==> src/rtl/seq_fixed_multiplier.sv <==
// rtl/seq_fixed_multiplier.sv - sequential unsigned fixed-point shift-add multiplier
module seq_fixed_multiplier #(
  parameter int WIDTH = 10,
  parameter int FRAC  = 5
) (
  input  logic             clk,
  input  logic             rst_n,
  input  logic             sclr,
  input  logic [WIDTH-1:0] in_a,
  input  logic [WIDTH-1:0] in_b,
  input  logic             start,
  output logic             busy,
  output logic             valid,
  output logic             ovf,
  output logic [WIDTH-1:0] qout
);

  localparam int CW = $clog2(WIDTH) + 1;
  localparam int AW = 2 * WIDTH + 1;
  localparam logic [CW-1:0] LAST_CNT = CW'(WIDTH - 1);

  typedef enum logic [1:0] {
    S_IDLE,
    S_CALC,
    S_DONE
  } state_t;

  state_t           state_q, state_d;
  logic [WIDTH-1:0] a_q, a_d;
  logic [WIDTH-1:0] b_q, b_d;
  logic [AW-1:0]    acc_q, acc_d;
  logic [CW-1:0]    cnt_q, cnt_d;
  logic [WIDTH-1:0] qout_q, qout_d;
  logic             ovf_q, ovf_d;

  logic [WIDTH:0]   hi_sum;
  logic [AW-1:0]    acc_add;
  logic             last_iter;

  assign hi_sum    = {1'b0, acc_q[2*WIDTH-1:WIDTH]} + {1'b0, a_q};
  assign acc_add   = b_q[0] ? {hi_sum, acc_q[WIDTH-1:0]} : acc_q;
  assign last_iter = (cnt_q == LAST_CNT);

  assign busy  = (state_q == S_CALC);
  assign valid = (state_q == S_DONE);
  assign qout  = qout_q;
  assign ovf   = ovf_q;

  // Next-state logic: controller transitions and one shift-add step per CALC cycle.
  always_comb begin
    state_d = state_q;
    a_d     = a_q;
    b_d     = b_q;
    acc_d   = acc_q;
    cnt_d   = cnt_q;
    qout_d  = qout_q;
    ovf_d   = ovf_q;
    case (state_q)
      S_IDLE: begin
        if (start) begin
          a_d     = in_a;
          b_d     = in_b;
          acc_d   = '0;
          cnt_d   = '0;
          state_d = S_CALC;
        end
      end
      S_CALC: begin
        acc_d = acc_add >> 1;
        b_d   = {acc_add[0], b_q[WIDTH-1:1]};
        cnt_d = cnt_q + 1'b1;
        if (last_iter) begin
          // The shifted accumulator now holds the full 2*WIDTH-bit product.
          qout_d  = acc_d[WIDTH+FRAC-1:FRAC];
          ovf_d   = |acc_d[2*WIDTH-1:WIDTH+FRAC];
          state_d = S_DONE;
        end
      end
      S_DONE: begin
        state_d = S_IDLE;
      end
      default: begin
        state_d = S_IDLE;
      end
    endcase
  end

  // State and datapath registers; sclr clears everything like reset but on the edge.
  always_ff @(posedge clk or negedge rst_n) begin
    if (!rst_n) begin
      state_q <= S_IDLE;
      a_q     <= '0;
      b_q     <= '0;
      acc_q   <= '0;
      cnt_q   <= '0;
      qout_q  <= '0;
      ovf_q   <= 1'b0;
    end else if (sclr) begin
      state_q <= S_IDLE;
      a_q     <= '0;
      b_q     <= '0;
      acc_q   <= '0;
      cnt_q   <= '0;
      qout_q  <= '0;
      ovf_q   <= 1'b0;
    end else begin
      state_q <= state_d;
      a_q     <= a_d;
      b_q     <= b_d;
      acc_q   <= acc_d;
      cnt_q   <= cnt_d;
      qout_q  <= qout_d;
      ovf_q   <= ovf_d;
    end
  end

endmodule

==> config.mk <==
export PLATFORM = sky130hd
export DESIGN_NAME = seq_fixed_multiplier
export DESIGN_NICKNAME = d
export VERILOG_FILES = /design/src/rtl/seq_fixed_multiplier.sv
export SDC_FILE = /design/constraint.sdc
export NUM_CORES = 1
export LEC_CHECK = 0
export CAP_MARGIN = 0
export CORE_MARGIN = 5
export CORE_UTILIZATION = 45
export DETAILED_ROUTE_END_ITERATION = 7
export PLACE_DENSITY = 0.67
export SYNTH_ARGS = -nofsm -noshare
export SYNTH_HDL_FRONTEND = slang
export SYNTH_SLANG_ARGS = --single-unit
==> constraint.sdc <==
create_clock -name clk -period 4.3 [get_ports clk]
set_input_delay 0.86 -clock clk [delete_from_list [all_inputs] [get_ports clk]]
set_output_delay 0.86 -clock clk [all_outputs]
set_load 0.05 [all_outputs]
== Word-level counts from Yosys, hierarchy flattened ==
Index checks and enable logic that the tools add are counted.
Word-level totals
  register bits: 59
  input port bits: 24
Cells by class
  add/subtract/negate cells: 2
  equal/unequal tests: 5
  muxes and demuxes: 23
  reductions and logical operators: 11
Operators by type and width (count)
  10-bit two-way mux: 8
  21-bit two-way mux: 3
  21-bit case mux with 2 select lines: 1
  10-bit case mux with 2 select lines: 1
  10-bit by 10-bit adder with 11-bit output: 1
  5-bit two-way mux: 2
  5-bit case mux with 2 select lines: 1
  2-bit AND reduction: 4
  2-bit nonzero test: 4
  2-bit two-way mux: 3
  5-bit by 1-bit adder with 5-bit output (second input constant): 1
  5-bit by 4-bit equality test with 1-bit output (second input constant): 1
  5-bit OR reduction: 1
  2-bit case mux with 2 select lines: 1
  1-bit two-way mux: 3
  3-bit by 2-bit != test with 1-bit output (second input constant): 1
  3-bit != test (second input constant): 1
  3-bit nonzero test: 1
  2-bit by 1-bit equality test with 1-bit output (second input constant): 1
  2-bit equality test (second input constant): 1
  2-bit zero test: 1

== Depth between registers and ports, before layout ==
Gate-level depths: netlist of run 1.
  depth in word-level cells: 6
  gate-level depth with buffers: 8
  depth with buffers taken out: 8

== Worst setup path after synthesis of run 1 ==
Ideal clock, no wire load.
  path type: register to output
  start: reg state_q[0]
  end: out valid
  data arrival time: 1.098 ns
  slack: 2.342 ns
  cell stages (with the launch flop): 2
  buffers on the path: 0
  cell sequence: dfrtp_1 nor2b_1
Between the ends
  cells in the longest elaborated chain, start to end: 1
Ends and longest elaborated chain
  start: declaration: RTL line 28  | state_t state_q, state_d;
  start signal: assignment: RTL line 107  | state_q <= state_d;
  2-bit equality test: RTL line 45  | assign valid = (state_q == S_DONE);
  end: declaration: RTL line 13  | output logic valid,
No other way between the ends.

== Worst setup path after layout of run 1 ==
  start: reg state_q[0]
  end: out busy
Between the ends
  cells in the longest elaborated chain, start to end: 1
Ends and longest elaborated chain
  2-bit by 1-bit equality test with 1-bit output: RTL line 44  | assign busy = (state_q == S_CALC);
  end: declaration: RTL line 12  | output logic busy,
No other way between the ends.

==> impl_metrics.toml, run 1 <==
[status]
outcome = "complete, no violations"

[clock_network]
cts.path.max_buffers = 2
cts.clk_slew.worst_paths_ns = 0.06
ctsHoldBuffers = 0
cts-buffers-inserted = 9
cts-root-buf = "clkbuf_8"
postCtsSetupBuffers = 0
post_cts_resized = 0
htreeDepth = 3
clock-sinks = 58
cts_tree = "yes"
insertion_delay_ns = 0.34

[global_routing]
use_met2_pct = 25.4
grt_max_degree = 38
grt_pass1_wl_mm = 11.2
track_usage_pct = 16.5
grt_pass1_vias = 2247
global_route.usage.met1_pct = 22.6
grt.busiest_layer = "met2"
antenna_found_initial = 0
gr-total-overflow = 0
grt_use_met3_pct = 4.46

[timing]
grt_setup_unrepaired = "false"
worst_pin_slew_ns = 0.860
max-slew-margin-rel_pct = 42.4
hold_viol_final = 0
fin_skew_ns = 0.0109
min_period_ns = 2.82
setup_tns_ns = 0
fmax_mhz = 355
final_max_slew_viol_count = 0
finalCritPeriodShare_pct = 65.6
finalSetupViolations = 0
setup_slack_ns = 1.48
hold_ws_ns = 0.482

[placed_design]
detailedPlacementHpwl_mm = 4.53
pre_cts_slack_ns = 1.42
numPortBuffers = 36
placed_cell_area_sq_mm = 0.00337
gp_congestion = 0.852

[layout]
drive_above_1_share_pct = 9.17
stdcell_area_sq_mm = 0.00355
fill_cells = 586
diodes = 0
area.growth.synth_to_final_pct = 20.0
seqCellArea_sq_mm = 0.00145
finalNetCount = 360
multi_input_area_sq_mm = 0.00142

[route]
drc = 0
wire_per_inst_microns = 16.1
drt_iter0_markers = 103
drtAntennaViolNets = 0
firstDrtPassIters = 4
vias = 2282
vias_per_cell = 5.65
finalWirelength_mm = 6.52

[pwr]
combPwrFrac_pct = 10.2
power_density_mw_per_mm2 = 334
p_clk_share_pct = 41.2
p_int_mw = 0.893
swShare_pct = 24.8
ir_drop_v = 0.000279
p_leak_nw = 1.64
power_frac_seq_pct = 48.6
p_sw_mw = 0.295
power_mw = 1.19

[yosys]
ys.flop_type = "dfrtp_1"
ys_seq_area_share_pct = 49.0
synth_top_area_cell = "dfrtp_1"
synth_area_sq_mm = 0.00296
synth_most_common_cell = "dfrtp_1"
avgSynthCellArea_sq_um = 10.2
synth_top_area_share_pct = 49.0
yosys_warnings = 0
synthTopCellsByCount = "dfrtp_1, nand2_1, a21oi_1"
syn_inst = 289
ys_ff_latch = 58
synth-edff-count = 0
async_flop_share_pct = 100
syn-num-nets = 326
synthDistinctLibCells = 46
synth_area_leaders = "dfrtp_1, nand2_1, ha_1"

[setup_path]
worstSetupStartpoint = "state_q[0]"
cp.arrival_ns = 1.96
worstPathRequired_ns = 3.44
worstSetupEndpointType = "primary output"
path_class = "reg2out"
start_kind = "register"
rr_startpoint = "a_q[0]"
path_max_fanout = 16

[job]
max_cap_viol_count = 0

[die]
die_w_microns = 91.1
rows = 29
start_util_pct = 46.4
design.die.area_sq_mm = 0.00830
core-area_sq_mm = 0.00639
die_h_microns = 91.1
io_pins = 37

[worst_hold_path]
hold_class = "reg2reg"
hp-start = "b_q[3]"
final cells by class:
class                           count  area share (%)
Inverter                            4           0.423
Timing Repair Buffer               40            10.8
Sequential cell                    58            40.9
Multi-Input combinational cell    210            39.9
Tap cell                           77            2.71
Clock buffer                       12            4.09
Clock inverter                      3            1.13
through the flow:
stage                     instances  util [%]
final                           404      55.6
after global routing            404      55.6
after CTS                       404      55.6
after detailed placement        389      52.7
after global placement          389      52.7
after floorplan                 289         -
power groups by stage:
| stage | clock network, mW | logic [mW] | registers, mW |
|---|---|---|---|
| after floorplan | 0 | 0.0785 | 0.579 |
| after global placement | 0 | 0.121 | 0.587 |
| after detailed placement | 0 | 0.123 | 0.587 |
| after CTS | 0.503 | 0.124 | 0.577 |
| after global routing | 0.526 | 0.136 | 0.579 |
| final | 0.489 | 0.122 | 0.577 |
critical path, cell delays in order, from the launching register on:
cell	delay, ns
dfrtp_1	0.40
nor2b_1	0.15
buf_4	0.23
clkdlybuf4s50_1	0.84
registers in the layout (all words and copies together), names as in the netlist:
| name | flops |
|---|---|
| acc_q | 20 |
| a_q | 10 |
| b_q | 10 |
| ovf | 1 |
| qout | 10 |
| cnt_q | 5 |
| state_q | 2 |
kinds of logic after synthesis:
group,Yosys count,share of synthesized area [%]
AND/OR/NAND/NOR,90,14.2
AO/OA/AOI/OAI,85,20.8
flip-flops,58,49.0
buffers and inverters,21,3.13
multiplexers,13,4.44
adder cells (fa/ha/maj),13,5.75
XOR/XNOR,9,2.66
path summary, 6_finish.rpt:
path                            endpoint  cells past startpoint  slack, ns
worst max-delay path                busy                      3       1.48
worst min-delay path              b_q[3]                      2       0.48
worst max register to register       ovf                      8       2.17
worst min register to register    b_q[3]                      2       0.48
max in group asynchronous       acc_q[2]                      2       2.92
min in group asynchronous         b_q[8]                      1       0.54
cells in the final DEF, fill, tap and decap left out, drive strengths merged, types with 6 or more instances in the layout:
master         count
dfrtp             58
nand2             48
clkdlybuf4s50     35
a21oi             20
nor2              16
a22o              14
mux2i             12
ha                12
clkbuf            12
o21ai             11
o31ai              7
a211oi             7
xor2               6
metal layers:
layer	up-vias	part of all wire [%]
met5	-	0
met2	51	47
met1	1116	47
met3	11	4.4
li1	1104	-
met4	0	1.6
Note: power is estimated with default switching activity, not from simulation.
==> inputs of run 2 (changes only) <==
PLACE_DENSITY = 0.69   (was 0.67)
clock period = 2.3 ns   (was 4.3 ns; I/O delays follow)
==> run 2 against run 1 <==
  * Largest power group unchanged
  * Worst setup slack got worse by 1.3 ns
  * Clock skew down 0.0034 ns
  * Clock-buffer cell count unchanged
  * Hold slack worse by 0.38 ns
  * Critical path depth is 1 lower
  * Register-to-register slack worse by 2.0 ns
  * Routed wire length rose by 2.0%
  * Die area stayed put
  * Cell area up 2.9%
  * Final cell count grew 2.5%
==> impl_metrics.toml, run 2 (synthesis gave the netlist of run 1 again) <==
[status]
outcome = "complete, no violations"

[timing]
grt_setup_unrepaired = "false"
final_max_slew_viol_count = 0
setup_tns_ns = 0
hold_viol_final = 0
fin_skew_ns = 0.00748
worst_pin_slew_ns = 0.832
finalSetupViolations = 0
max-slew-margin-rel_pct = 44.4
hold_ws_ns = 0.104
finalCritPeriodShare_pct = 93.1
fmax_mhz = 467
min_period_ns = 2.14

[setup_path]
rr_startpoint = "acc_q[10]"
ff2ff_path_depth = 8
start_kind = "register"
path_class = "reg2out"
worstPathRequired_ns = 1.84
path_max_fanout = 5
worstSetupStartpoint = "state_q[0]"
rrSetupSlack_ns = 0.19
cp.arrival_ns = 1.68
worstSetupEndpointType = "primary output"

[layout]
area.growth.synth_to_final_pct = 23.4
fin_util_pct = 57.2
diodes = 0
finalNetCount = 369
final_common_cell = "dfrtp_1"
most-common-layout-cells = "dfrtp_1, nand2_1, clkdlybuf4s50_1"
drive_above_1_share_pct = 12.2
regMostFlops = "acc_q"
largest_register_ffs = 20

[die]
core-area_sq_mm = 0.00639
design.die.area_sq_mm = 0.00830
die_h_microns = 91.1
rows = 29
die_w_microns = 91.1
io_pins = 37
start_util_pct = 46.4

[route]
firstDrtPassIters = 4
drc = 0
wire_per_inst_microns = 16.1
drt_iter0_markers = 83
vias = 2314
vias_per_cell = 5.59
finalWirelength_mm = 6.65
drtAntennaViolNets = 0

[placed_design]
gp_congestion = 0.886
numPortBuffers = 36
detailedPlacementHpwl_mm = 4.80

[job]
max_cap_viol_count = 0

[pwr]
ir_drop_v = 0.000394
swShare_pct = 25.7
p_int_mw = 1.69
p_clk_share_pct = 41.9
power_frac_seq_pct = 46.9
p_leak_nw = 1.70
power_density_mw_per_mm2 = 625
combPwrFrac_pct = 11.2
p_sw_mw = 0.587

[clock_network]
cts_tree = "yes"
cts-root-buf = "clkbuf_8"
postCtsSetupBuffers = 0
cts.path.max_buffers = 2
insertion_delay_ns = 0.34
htreeDepth = 3
ctsHoldBuffers = 0
post_cts_resized = 0
cts-buffers-inserted = 9
cts.clk_slew.worst_paths_ns = 0.07
clock-sinks = 58

[global_routing]
gr-total-overflow = 0
track_usage_pct = 17.0
antenna_found_initial = 0
grt_pass1_vias = 2340
grt_pass1_wl_mm = 11.5
grt_max_degree = 59

[worst_hold_path]
hold_class = "in2async"
==> run 2: worst paths after layout <==
check,endpoint
worst max register to register,ovf
worst min register to register,b_q[4]
worst max-delay path,valid
max in group asynchronous,cnt_q[2]
min in group clk,b_q[4]
worst min-delay path,acc_q[4]
==> run 2: final cells by class <==
type,instances,area [sq um]
inverters,4,15.0
clock inverters,4,51.3
repair buffers,49,475
fillers,557,2730
flip-flops and latches,58,1450
multi-input cells,210,1420
well taps,77,96.3
clock buffers,12,145
==> run 2: power groups by stage <==
stage	Sequential [mW]	Combinational, mW	Clock, mW
global placement	1.09	0.255	0
finish	1.07	0.255	0.957
CTS	1.07	0.258	0.973
global route	1.07	0.284	1.02
detailed placement	1.09	0.258	0
floorplan	1.08	0.147	0
==> run 2: metrics by stage <==
step | std cells | setup WS (ns) | instance area (sq um) | power [mW]
after floorplan | 289 | 0.345 | 2960 | 1.23
after global placement | 398 | 0.249 | 3460 | 1.34
after detailed placement | 398 | 0.186 | 3460 | 1.35
after CTS | 414 | 0.124 | 3650 | 2.30
after global routing | 414 | 0.0554 | 3650 | 2.38
final | 414 | 0.158 | 3650 | 2.28
==> run 2: critical path, stage by stage, from the launching register on <==
cell	delay (ns)
dfrtp_1	0.42
nor2b_1	0.12
clkdlybuf4s50_1	0.81
==> run 2: routing by layer <==
metal | global-route usage, % | part of all wire, % | vias to the layer above
li1 | - | - | 1118
met1 | 23.1 | 47 | 1151
met2 | 26.3 | 48 | 39
met5 | 0 | 0 | -
met3 | 4.46 | 3.7 | 6
met4 | 6.36 | 1.1 | 0
==> inputs of run 3 (changes only) <==
CORE_UTILIZATION = 50   (was 45)
PLACE_DENSITY = 0.76   (was 0.69)
TNS_END_PERCENT = 50   (was default)
==> run 3 against run 2 <==
  * Sequential share of layout area up 0.48 points
  * Register-to-register slack worse by 0.04 ns
  * Combinational power down 3%
  * Via count down 2.9%
  * Sequential power about the same
  * Global-route usage up 1.8 points
  * Die area down 8.9%
  * Largest power group unchanged
==> impl_metrics.toml, run 3 (synthesis gave the netlist of run 1 again) <==
[global_routing]
grt_max_degree = 37
track_usage_pct = 18.8
antenna_found_initial = 0
gr-total-overflow = 0
grt_pass1_wl_mm = 10.9
grt_pass1_vias = 2327

[clock_network]
cts_tree = "yes"
cts.clk_slew.worst_paths_ns = 0.07
insertion_delay_ns = 0.33
postCtsSetupBuffers = 0
post_cts_resized = 0
cts-buffers-inserted = 9
htreeDepth = 3
cts.path.max_buffers = 2
clock-sinks = 58
cts-root-buf = "clkbuf_8"
ctsHoldBuffers = 0

[route]
vias = 2248
drc = 0
drt-met1-wl_mm = 2.85
vias_per_cell = 5.51
firstDrtPassIters = 4
wl_met3_microns = 196
wire_per_inst_microns = 15.4
finalWirelength_mm = 6.30
highest_layer = "met4"
drtAntennaViolNets = 0
dr_wl_met2_mm = 3.16
drt_iter0_markers = 82

[setup_path]
crit_buf_inv = 0
cp_cell_sequence = "ha_1 > fa_1 > a21o_1 > nand3_4 > and2_4 > xnor2_1 > mux2i_1 > a41oi_1"
path_max_fanout = 3
start_kind = "register"
crit_path_max_incr_delay_ns = 0.41
worstSetupEndpointType = "register"
cp.arrival_ns = 2.34
path_class = "reg2reg"
worstPathRequired_ns = 2.49
cpLargestDelayFamily = "adder cells"
slowest_stage = "fa_1"

[layout]
diodes = 0
fin_util_pct = 61.7
largest_register_ffs = 20
final_common_cell = "dfrtp_1"
finalNetCount = 365
most-common-layout-cells = "dfrtp_1, nand2_1, clkdlybuf4s50_1"
layoutNonFillerInstCount = 408
area.growth.synth_to_final_pct = 21.9
regMostFlops = "acc_q"
drive_above_1_share_pct = 11.4
stdcell_area_sq_mm = 0.00361

[timing]
setup_tns_ns = 0
max-slew-margin-rel_pct = 40.9
worst_pin_slew_ns = 0.884
finalCritPeriodShare_pct = 93.4
min_period_ns = 2.15
grt_setup_unrepaired = "false"
fin_skew_ns = 0.00618
fmax_mhz = 465
final_max_slew_viol_count = 0
finalSetupViolations = 0
hold_viol_final = 0

[job]
max_cap_viol_count = 0

[pwr]
swShare_pct = 25.0
power_density_mw_per_mm2 = 610
p_int_mw = 1.65
p_leak_nw = 1.68
power_frac_seq_pct = 48.7
p_sw_mw = 0.552
ir_drop_v = 0.000340
power_mw = 2.20
p_clk_share_pct = 40.1
combPwrFrac_pct = 11.2

[worst_hold_path]
hold_class = "in2async"

[die]
design.die.area_sq_mm = 0.00756
die_h_microns = 86.9
io_pins = 37
die_w_microns = 86.9
core-area_sq_mm = 0.00585
rows = 28
start_util_pct = 50.6

[placed_design]
numPortBuffers = 36
gp_congestion = 1.05
placed_cell_area_sq_mm = 0.00342
detailedPlacementHpwl_mm = 4.61
place_inst = 392

[status]
outcome = "complete, no violations"
run 3: cell types whose count changed in the layout (fill, tap and decap cells not counted):
cell,before,now
buf_4,12,8
clkbuf_1,2,1
clkbuf_8,10,9
clkinv_2,1,4
clkinv_4,1,0
run 3: metal layers:
metal  up-vias  track usage [%]
met5         -                0
met4         0             6.23
met3        11             5.11
met2        41             31.1
met1      1082             23.9
li1       1114                -
run 3: worst register-to-register path, stage by stage, from the launching register on:
cell     delay [ns]
dfrtp_1        0.38
ha_1           0.24
fa_1           0.41
a21o_1         0.24
nand3_4        0.10
and2_4         0.17
xnor2_1        0.06
mux2i_1        0.24
a41oi_1        0.16
run 3: worst paths after layout:
path / from / end / slack [ns] / depth (start not counted)
max: a_q[0] / ovf / 0.15 / 8
min: rst_n / a_q[0] / 0.11 / 1
max reg2reg: a_q[0] / ovf / 0.15 / 8
min reg2reg: b_q[2] / b_q[2] / 0.48 / 2
max in group asynchronous: rst_n / cnt_q[1] / 1.61 / 2
min in group clk: b_q[2] / b_q[2] / 0.48 / 2
run 3: power by group through the flow:
stage | clock, mW | sequential, mW | combinational [mW]
finish | 0.884 | 1.07 | 0.247
global route | 0.960 | 1.07 | 0.277
CTS | 0.909 | 1.07 | 0.251
detailed placement | 0 | 1.09 | 0.250
global placement | 0 | 1.09 | 0.246
floorplan | 0 | 1.08 | 0.147
run 3: stage by stage:
stage | setup slack [ns] | hold slack (ns)
after floorplan | 0.345 | 0.164
after global placement | 0.263 | 0.462
after detailed placement | 0.193 | 0.470
after CTS | 0.144 | 0.127
after global routing | 0.0598 | 0.148
final | 0.151 | 0.114
run 3: final cells by class:
class,count,area [sq um]
Tap cell,75,93.8
Sequential cell,58,1450
Timing Repair Buffer,45,445
Fill cell,468,2240
Multi-Input combinational cell,210,1420
Clock buffer,10,128
Clock inverter,6,57.6
Inverter,4,15.0
